[src/rtl/sc_run_ctrl.sv]
// sc_run_ctrl: sequences the CPU reset, counts RUN cycles and ends a run on halt or cycle budget.
// Optional stable-PC loop detection is enabled by defining SC_RUN_CTRL_LOOP_DETECT_EN.
module sc_run_ctrl #(
  parameter int PC_WIDTH     = 32,
  parameter int CNT_WIDTH    = 16,
  parameter int RESET_CYCLES = 2,
  parameter int MAX_CYCLES   = 31,
  parameter int LOOP_CYCLES  = 4
) (
  input  logic                 clk,
  input  logic                 reset,
  input  logic                 start,
  input  logic                 halt,
  input  logic [PC_WIDTH-1:0]  pc,
  output logic                 core_reset,
  output logic                 running,
  output logic                 done,
  output logic                 timeout,
  output logic [CNT_WIDTH-1:0] cycle_count
);

  typedef enum logic [1:0] {
    ST_IDLE  = 2'd0,
    ST_RESET = 2'd1,
    ST_RUN   = 2'd2,
    ST_DONE  = 2'd3
  } state_t;

  localparam int RCW = (RESET_CYCLES > 1) ? $clog2(RESET_CYCLES) : 1;
  localparam logic [RCW-1:0]       RST_LAST = RCW'(RESET_CYCLES - 1);
  localparam logic [RCW-1:0]       RST_ONE  = RCW'(32'd1);
  localparam logic [CNT_WIDTH-1:0] CNT_MAX  = CNT_WIDTH'(MAX_CYCLES);
  localparam logic [CNT_WIDTH-1:0] CNT_ONE  = CNT_WIDTH'(32'd1);

  state_t               state_q, state_d;
  logic [RCW-1:0]       rst_cnt_q, rst_cnt_d;
  logic                 core_reset_q, core_reset_d;
  logic                 running_q, running_d;
  logic                 done_q, done_d;
  logic                 timeout_q, timeout_d;
  logic [CNT_WIDTH-1:0] cycle_count_q, cycle_count_d;
  logic [CNT_WIDTH-1:0] cnt_inc_s;
  logic                 run_entry_s;
  logic                 loop_hit_s;

  assign cnt_inc_s = cycle_count_q + CNT_ONE;

`ifdef SC_RUN_CTRL_LOOP_DETECT_EN
  localparam int LCW = $clog2(LOOP_CYCLES);
  localparam logic [LCW-1:0] LOOP_LAST = LCW'(LOOP_CYCLES - 2);
  localparam logic [LCW-1:0] LOOP_ONE  = LCW'(32'd1);

  logic [PC_WIDTH-1:0] pc_q, pc_d;
  logic                pc_vld_q, pc_vld_d;
  logic [LCW-1:0]      stable_q, stable_d;
  logic                pc_same_s;

  // The first RUN edge has no previous PC to compare against, hence pc_vld.
  assign pc_same_s  = pc_vld_q && (pc == pc_q);
  assign loop_hit_s = pc_same_s && (stable_q == LOOP_LAST);

  // Loop-detect next state: track PC and count consecutive unchanged edges.
  always_comb begin
    pc_d     = pc_q;
    pc_vld_d = pc_vld_q;
    stable_d = stable_q;
    if (run_entry_s) begin
      pc_vld_d = 1'b0;
      stable_d = {LCW{1'b0}};
    end else if (state_q == ST_RUN) begin
      pc_d     = pc;
      pc_vld_d = 1'b1;
      if (pc_same_s) begin
        stable_d = stable_q + LOOP_ONE;
      end else begin
        stable_d = {LCW{1'b0}};
      end
    end else begin
      pc_vld_d = pc_vld_q;
    end
  end

  // Loop-detect registers.
  always_ff @(posedge clk or posedge reset) begin
    if (reset) begin
      pc_q     <= {PC_WIDTH{1'b0}};
      pc_vld_q <= 1'b0;
      stable_q <= {LCW{1'b0}};
    end else begin
      pc_q     <= pc_d;
      pc_vld_q <= pc_vld_d;
      stable_q <= stable_d;
    end
  end
`else
  localparam int UNUSED_LOOP_CYCLES = LOOP_CYCLES;
  logic unused_pc_s;

  assign unused_pc_s = ^pc;
  assign loop_hit_s  = 1'b0;
`endif

  // Run FSM next state and registered-output values.
  always_comb begin
    state_d       = state_q;
    rst_cnt_d     = rst_cnt_q;
    core_reset_d  = core_reset_q;
    running_d     = running_q;
    done_d        = done_q;
    timeout_d     = timeout_q;
    cycle_count_d = cycle_count_q;
    run_entry_s   = 1'b0;
    case (state_q)
      ST_IDLE, ST_DONE: begin
        core_reset_d = 1'b1;
        running_d    = 1'b0;
        if (start) begin
          state_d       = ST_RESET;
          rst_cnt_d     = {RCW{1'b0}};
          done_d        = 1'b0;
          timeout_d     = 1'b0;
          cycle_count_d = {CNT_WIDTH{1'b0}};
        end else begin
          state_d = state_q;
        end
      end
      ST_RESET: begin
        if (rst_cnt_q == RST_LAST) begin
          state_d      = ST_RUN;
          core_reset_d = 1'b0;
          running_d    = 1'b1;
          run_entry_s  = 1'b1;
        end else begin
          rst_cnt_d = rst_cnt_q + RST_ONE;
        end
      end
      ST_RUN: begin
        cycle_count_d = cnt_inc_s;
        // Halt (or a detected loop) takes priority over the budget at the same edge.
        if (halt || loop_hit_s) begin
          state_d      = ST_DONE;
          done_d       = 1'b1;
          timeout_d    = 1'b0;
          running_d    = 1'b0;
          core_reset_d = 1'b1;
        end else if (cnt_inc_s == CNT_MAX) begin
          state_d      = ST_DONE;
          done_d       = 1'b1;
          timeout_d    = 1'b1;
          running_d    = 1'b0;
          core_reset_d = 1'b1;
        end else begin
          state_d = ST_RUN;
        end
      end
      default: begin
        state_d      = ST_IDLE;
        core_reset_d = 1'b1;
        running_d    = 1'b0;
      end
    endcase
  end

  // State and output registers.
  always_ff @(posedge clk or posedge reset) begin
    if (reset) begin
      state_q       <= ST_IDLE;
      rst_cnt_q     <= {RCW{1'b0}};
      core_reset_q  <= 1'b1;
      running_q     <= 1'b0;
      done_q        <= 1'b0;
      timeout_q     <= 1'b0;
      cycle_count_q <= {CNT_WIDTH{1'b0}};
    end else begin
      state_q       <= state_d;
      rst_cnt_q     <= rst_cnt_d;
      core_reset_q  <= core_reset_d;
      running_q     <= running_d;
      done_q        <= done_d;
      timeout_q     <= timeout_d;
      cycle_count_q <= cycle_count_d;
    end
  end

  assign core_reset  = core_reset_q;
  assign running     = running_q;
  assign done        = done_q;
  assign timeout     = timeout_q;
  assign cycle_count = cycle_count_q;

endmodule

[config.mk]
export PLATFORM = sky130hd
export DESIGN_NAME = sc_run_ctrl
export DESIGN_NICKNAME = d
export VERILOG_FILES = /design/src/rtl/sc_run_ctrl.sv
export SDC_FILE = /design/constraint.sdc
export NUM_CORES = 1
export LEC_CHECK = 0
export ABC_CLOCK_PERIOD_IN_PS = 2280
export BUFFER_PORTS_ARGS = -buffer_cell sky130_fd_sc_hd__buf_2
export CAP_MARGIN = 10
export CORE_MARGIN = 8
export CORE_UTILIZATION = 44
export CTS_CLUSTER_SIZE = 40
export DETAILED_ROUTE_END_ITERATION = 10
export GPL_TIMING_DRIVEN = 0
export PLACE_DENSITY = 0.75
export REMOVE_ABC_BUFFERS = 1
export SYNTH_ARGS = -nofsm -noshare
export SYNTH_HDL_FRONTEND = slang
export SYNTH_SLANG_ARGS = --single-unit
[constraint.sdc]
create_clock -name clk -period 2.28 [get_ports clk]
set_input_delay 0.114 -clock clk [delete_from_list [all_inputs] [get_ports clk]]
set_output_delay 0.114 -clock clk [all_outputs]
set_load 0.1 [all_outputs]
==> results of run 1 <==
flip-flops by register name, indices dropped and copies added (netlist names):
register / flops
cycle_count: 16
running: 1
rst_cnt_q: 1
state_q: 2
done: 1
core_reset: 1
timeout: 1
per-stage QoR:
step           power (mW)  setup TNS [ns]  hold slack [ns]  instances  cell area [um^2]
3_5_place_dp        1.381          -1.659           0.3569        233              1645
5_1_grt             1.730        -0.05471          0.04020        241              1752
6_report            1.618               0         -0.03874        241              1752
4_1_cts             1.583               0         0.003049        237              1702
2_1_floorplan       1.189          -4.051           0.1152        163              1461
3_3_place_gp        1.342          -1.855           0.3517        232              1634
worst min-delay path by stage:
stage                      from                           to  slack (ns)  cells past startpoint
after floorplan           reset   cycle_count[0]$_DFFE_PP0P_        0.12                      1
after global placement    reset       state_q[1]$_DFFE_PP0P_        0.35                      2
after detailed placement  reset       state_q[1]$_DFFE_PP0P_        0.36                      2
after CTS                 reset       state_q[0]$_DFFE_PP0P_       0.003                      2
after global routing      reset       state_q[0]$_DFFE_PP0P_        0.04                      2
final                     reset  cycle_count[12]$_DFFE_PP0P_       -0.04                      2
metal layers:
layer / track usage, % / up-vias
li1: - / 669
met1: 17.14 / 655
met2: 21.49 / 23
met3: 2.022 / 4
met4: 3.478 / 0
met5: 0 / -
cell usage after synthesis (3+ instances only):
master    count
dfrtp_1      22
nor2_1       16
xnor2_1       4
nand3_1      12
nor2b_1       5
inv_1         6
ha_1          4
a21oi_1       3
and3_1        4
nand2b_1      4
o31ai_1       5
clkbuf_1      5
o22ai_1       3
o21ai_0      23
nand2_1      18
cell families after synthesis:
| kind of cell | synth area share [%] |
|---|---|
| xor gates and xnor gates | 3.503 |
| muxes | 1.418 |
| adders and majority gates | 3.336 |
| AOI/OAI and AO/OA | 21.43 |
| DFF | 38.45 |
| and+or+nand+nor | 27.77 |
| buffers and inverters | 4.087 |
worst max-delay path, cell delays in order, from the launching register on:
cell and delay, ns:
dfrtp_2 0.45, ha_2 0.26, nand3_4 0.17, nor3_4 0.23
mux2_2 0.39, o22ai_4 0.25, a31oi_4 0.16, o31ai_2 0.22
area by class of cell:
cell class              count  share of cell area (%)
inverters                   6                   1.286
repair buffers             28                   8.929
clock buffers               4                   1.500
multi-input cells         134                   51.93
flip-flops and latches     23                   33.07
well taps                  46                   3.286
repair_timing:
action,CTS,global route
setup buffers,0,4
resized for setup,6,4
endpoints found under the setup margin,5,13
pin swaps,0,1
power by group:
group | internal, mW | switching, mW
clock | 0.0684 | 0.129
combinational | 0.261 | 0.617
sequential | 0.476 | 0.0670
total | 0.806 | 0.813
==> impl_metrics.csv, run 1 <==
group,metric,value,unit
outcome,status,"finished, violations left",
outcome,failed_checks,"negative hold slack",
synth,synth_cell_types,46,
grt,grt_max_degree,25,
grt,gr-total-overflow,0,
synth,ys.flop_type,"dfrtp_1",
clock_network,clock_latency,0.32,ns
placed_design,io_buffers,23,
synth,syn_area,0.001500,mm^2
detailed_routing,routed_via_density,5.606,
critical_path,start_kind,"flip-flop",
die,fp-row-count,21,
synth,ys_warn_count,0,
critical_path,critPathCaptureType,"flip-flop",
clock_network,cts_tree,"built",
synth,synthCells,172,
timing,fin_crit,2.200,ns
detailed_routing,drt_iter0_drc,78,
cells_and_area,nets,236,
pwr,leakage,0.8112,nW
grt,grt_pass1_vias,1235,
grt,antenna_found_initial,0,
timing,fin_ws,0.07978,ns
pwr,p_per_area,923.9,mW/mm^2
timing,max-slew-margin-rel,40.59,%
synth,synth_seq_cells,23,
synth,ys_top_cells_by_area,"dfrtp_1, o21ai_0, nand2_1, nand3_1, nor2_1",
pwr,ir_drop,319.2,uV
detailed_routing,wl_met1,1.684,mm
detailed_routing,dr.pass1.iters,4,
clock_network,clk_pin_slew,0.14,ns
die,ios,56,
grt,grt_pass1_wl,5.775,mm
cells_and_area,diodes,0,
timing,rsz0062_at_grt,"yes",
min_path,hp-class,"input port to async pin",
cells_and_area,areaGrowthSynthToFinish,16.76,%
detailed_routing,vias,1351,
synth,synth_top_area_share,36.70,%
die,die-width,74.39,um
critical_path,crit_type,"flip-flop to flip-flop",
detailed_routing,detail-route-antenna-nets,0,
cells_and_area,final_core_util,52.91,%
die,die_h,74.39,um
timing,slew_viol_final,0,
placed_design,place_hpwl,2.375,mm
die,core,0.003311,mm^2
timing,worst_slew_pin_slew,0.8902,ns
timing,fmax,454.5,MHz
clock_network,clockBufferDepth,2,
cells_and_area,final_cell_mix,"o21ai_0, buf_2, dfrtp_1",
cells_and_area,fill_cells,321,
detailed_routing,dr_wl_met2,1.679,mm
run,cap_violations,0,
synth,yosys.area.top_type,"dfrtp_1",
synth,synth-edff-count,0,
detailed_routing,drc,0,
timing,finClkSkew,0.01035,ns
die,initial_utilization,45.31,%
detailed_routing,highest_layer,"met4",
synth,seq_area_frac_synth,38.45,%
critical_path,startpoint,"cycle_count[0]$_DFFE_PP0P_",
timing,period_share,96.50,%
critical_path,required,2.53,ns
placed_design,pre_cts_slack,-0.3534,ns
cells_and_area,seqCellArea,579.3,um^2
critical_path,worstSetupEndpoint,"state_q[0]$_DFFE_PP0P_",
critical_path,reg2reg_from,"cycle_count[0]$_DFFE_PP0P_",
timing,timing.hold.ws,-0.03874,ns
detailed_routing,wl_per_cell,14.60,um
critical_path,cp.arrival,2.45,ns
clock_network,cts_buffers,3,
clock_network,htreeDepth,1,
detailed_routing,routed-wl-met3,132,um
cells_and_area,multi_input_area,909.6,um^2
detailed_routing,postRouteWirelength,3.518,mm
critical_path,r2r.worst_path.cells,7,
clock_network,cts.sinks,23,
synth,async_flop_share,100.0,%
critical_path,r2r_end,"state_q[0]$_DFFE_PP0P_",
synth,syn_avg_cell_area,8.722,um^2
clock_network,postCtsHoldBufs,0,
placed_design,gp_congestion,0.7690,
critical_path,r2r_slack,0.08,ns
clock_network,cts_root_buf,"clkbuf_4",
die,die_area,0.005534,mm^2
cells_and_area,drive_above_1_share,25.64,%
timing,finalSetupViolCount,0,
grt,grt_usage,13.05,%
timing,hold_violations,22,
critical_path,path_max_fanout,9,
Power figures use the tool's default switching activity.
==> run 2: changes to the inputs <==
PLACE_DENSITY = 0.84   (was 0.75)
==> run 2 against run 1 <==
The run now ends clean; utilization is 0.38 points lower; sequential share of layout area rose by 0.38 points; sequential power increased by 1%; first-iteration DRC count down 17%; fmax increased by 2.2%; power fell by 2.2%; final cell count fell by 1.2%; worst hold slack better by 0.18 ns; die area unchanged; clock-buffer cell count decreased by 1; critical path type unchanged.
==> impl_metrics.csv, run 2 (same netlist as run 1, synthesis figures left out) <==
group,metric,value,unit
outcome,status,"complete, no violations",
clock_network,cts.sinks,23,
cells_and_area,largest_reg_flops,16,
die,initial_utilization,45.31,%
critical_path,start_kind,"flip-flop",
pwr,p_per_area,910.1,mW/mm^2
cells_and_area,nets,233,
clock_network,cts_root_buf,"clkbuf_4",
critical_path,path_buf_inv,0,
critical_path,crit_family,"simple AND/OR/NAND/NOR gates",
timing,finalSetupViolCount,0,
detailed_routing,dr.pass1.iters,4,
pwr,ir_drop,394.6,uV
cells_and_area,drive_above_1_share,25.52,%
timing,tns,0,ns
cells_and_area,final_area,0.001739,mm^2
detailed_routing,wl_per_cell,13.93,um
grt,grt_pass1_vias,1230,
timing,rsz0062_at_grt,"no",
grt,grt.met1_usage,17.32,%
grt,use_met2,20.43,%
timing,fmax,464.3,MHz
clock_network,clk_pin_slew,0.14,ns
clock_network,cts_tree,"built",
critical_path,r2r.worst_path.cells,6,
critical_path,path_max_fanout,8,
clock_network,clock_latency,0.32,ns
min_path,hp-class,"input port to flip-flop",
placed_design,io_buffers,23,
critical_path,crit_type,"flip-flop to flip-flop",
die,die-width,74.39,um
detailed_routing,drt_iter0_drc,65,
timing,worst_slew_pin_slew,0.8979,ns
clock_network,clockBufferDepth,2,
timing,max-slew-margin-rel,40.07,%
critical_path,slowest_delay,0.55,ns
timing,fin_crit,2.154,ns
min_path,min_path_cells,3,
die,ios,56,
critical_path,crit_chain,"nand4_2, or3_4, nor3b_1, o2111a_2, a41oi_1, o221ai_1",
timing,timing.hold.ws,0.1390,ns
detailed_routing,vias,1335,
critical_path,critPathCaptureType,"flip-flop",
timing,period_share,94.47,%
detailed_routing,drc,0,
critical_path,cp.arrival,2.36,ns
detailed_routing,postRouteWirelength,3.315,mm
critical_path,crit_slowest_cell,"dfrtp_1",
cells_and_area,areaGrowthSynthToFinish,15.93,%
grt,grt_pass1_wl,5.664,mm
clock_network,htreeDepth,1,
cells_and_area,final_cell_mix,"o21ai_0, buf_2, dfrtp_1",
grt,gr-total-overflow,0,
grt,grt_most_used_layer,"met2",
timing,finClkSkew,0.009731,ns
placed_design,gp_congestion,0.8261,
detailed_routing,detail-route-antenna-nets,0,
critical_path,required,2.48,ns
placed_design,placed_area,0.001634,mm^2
grt,grt_usage,12.79,%
clock_network,cts_buffers,3,
pwr,leakage,0.7916,nW
run,cap_violations,0,
detailed_routing,routed_via_density,5.609,
timing,slew_viol_final,0,
placed_design,place_hpwl,2.313,mm
die,die_h,74.39,um
timing,hold_violations,0,
grt,grt_util_met3,2.022,%
grt,antenna_found_initial,0,
die,core,0.003311,mm^2
die,die_area,0.005534,mm^2
die,fp-row-count,21,
critical_path,cp.depth,6,
cells_and_area,diodes,0,
grt,grt_max_degree,25,
-- run 2: layout make-up --
class                      count  area [um^2]
fill                         307         1572
clock inverter                 1        5.005
timing repair buffer          25        132.6
sequential                    23        581.8
clock buffer                   3        22.52
inverter                       6        22.52
multi-input combinational    134        917.1
tap                           46        57.56
-- run 2: worst register-to-register path: stages, from the launching register on --
cell and delay (ns):
dfrtp_1 0.55, nand4_2 0.24, or3_4 0.43, nor3b_1 0.15, o2111a_2 0.31, a41oi_1 0.22
o221ai_1 0.15
-- run 2: power breakdown --
group	switching [mW]	internal, mW
clock network	0.134	0.0656
registers	0.0735	0.477
logic	0.603	0.230
-- run 2: layer usage --
layer | wire length (um) | up-vias
met2 | 1526 | 30
met5 | 0 | -
met3 | 135 | 2
li1 | - | 666
met1 | 1635 | 637
met4 | 18 | 0
-- run 2: through the flow --
stage	instances	setup WS [ns]	utilization, %	power (mW)
5_1_grt	238	0.005884	52.53	1.684
2_1_floorplan	163	-0.7444	-	1.189
3_3_place_gp	232	-0.2952	49.36	1.338
4_1_cts	237	0.01054	51.36	1.570
6_report	238	0.1262	52.53	1.583
3_5_place_dp	232	-0.3336	49.36	1.351
-- run 2: path summary, 6_finish.rpt --
check	from	to	slack, ns
worst max-delay path	cycle_count[3]$_DFFE_PP0P_	timeout$_DFFE_PP0P_	0.13
worst min-delay path	start	timeout$_DFFE_PP0P_	0.14
worst max register to register	cycle_count[3]$_DFFE_PP0P_	timeout$_DFFE_PP0P_	0.13
worst min register to register	running$_DFFE_PP0P_	running$_DFFE_PP0P_	0.55
max in group asynchronous	reset	cycle_count[4]$_DFFE_PP0P_	1.16
min in group asynchronous	reset	timeout$_DFFE_PP0P_	0.51
-- run 2: what timing repair did --
item,CTS,global route
hold buffers,1,0
gates resized for setup,7,6
hold endpoints to repair,12,0
buffers inserted,0,1
pin swaps,0,2
endpoints found under the setup margin,14,12
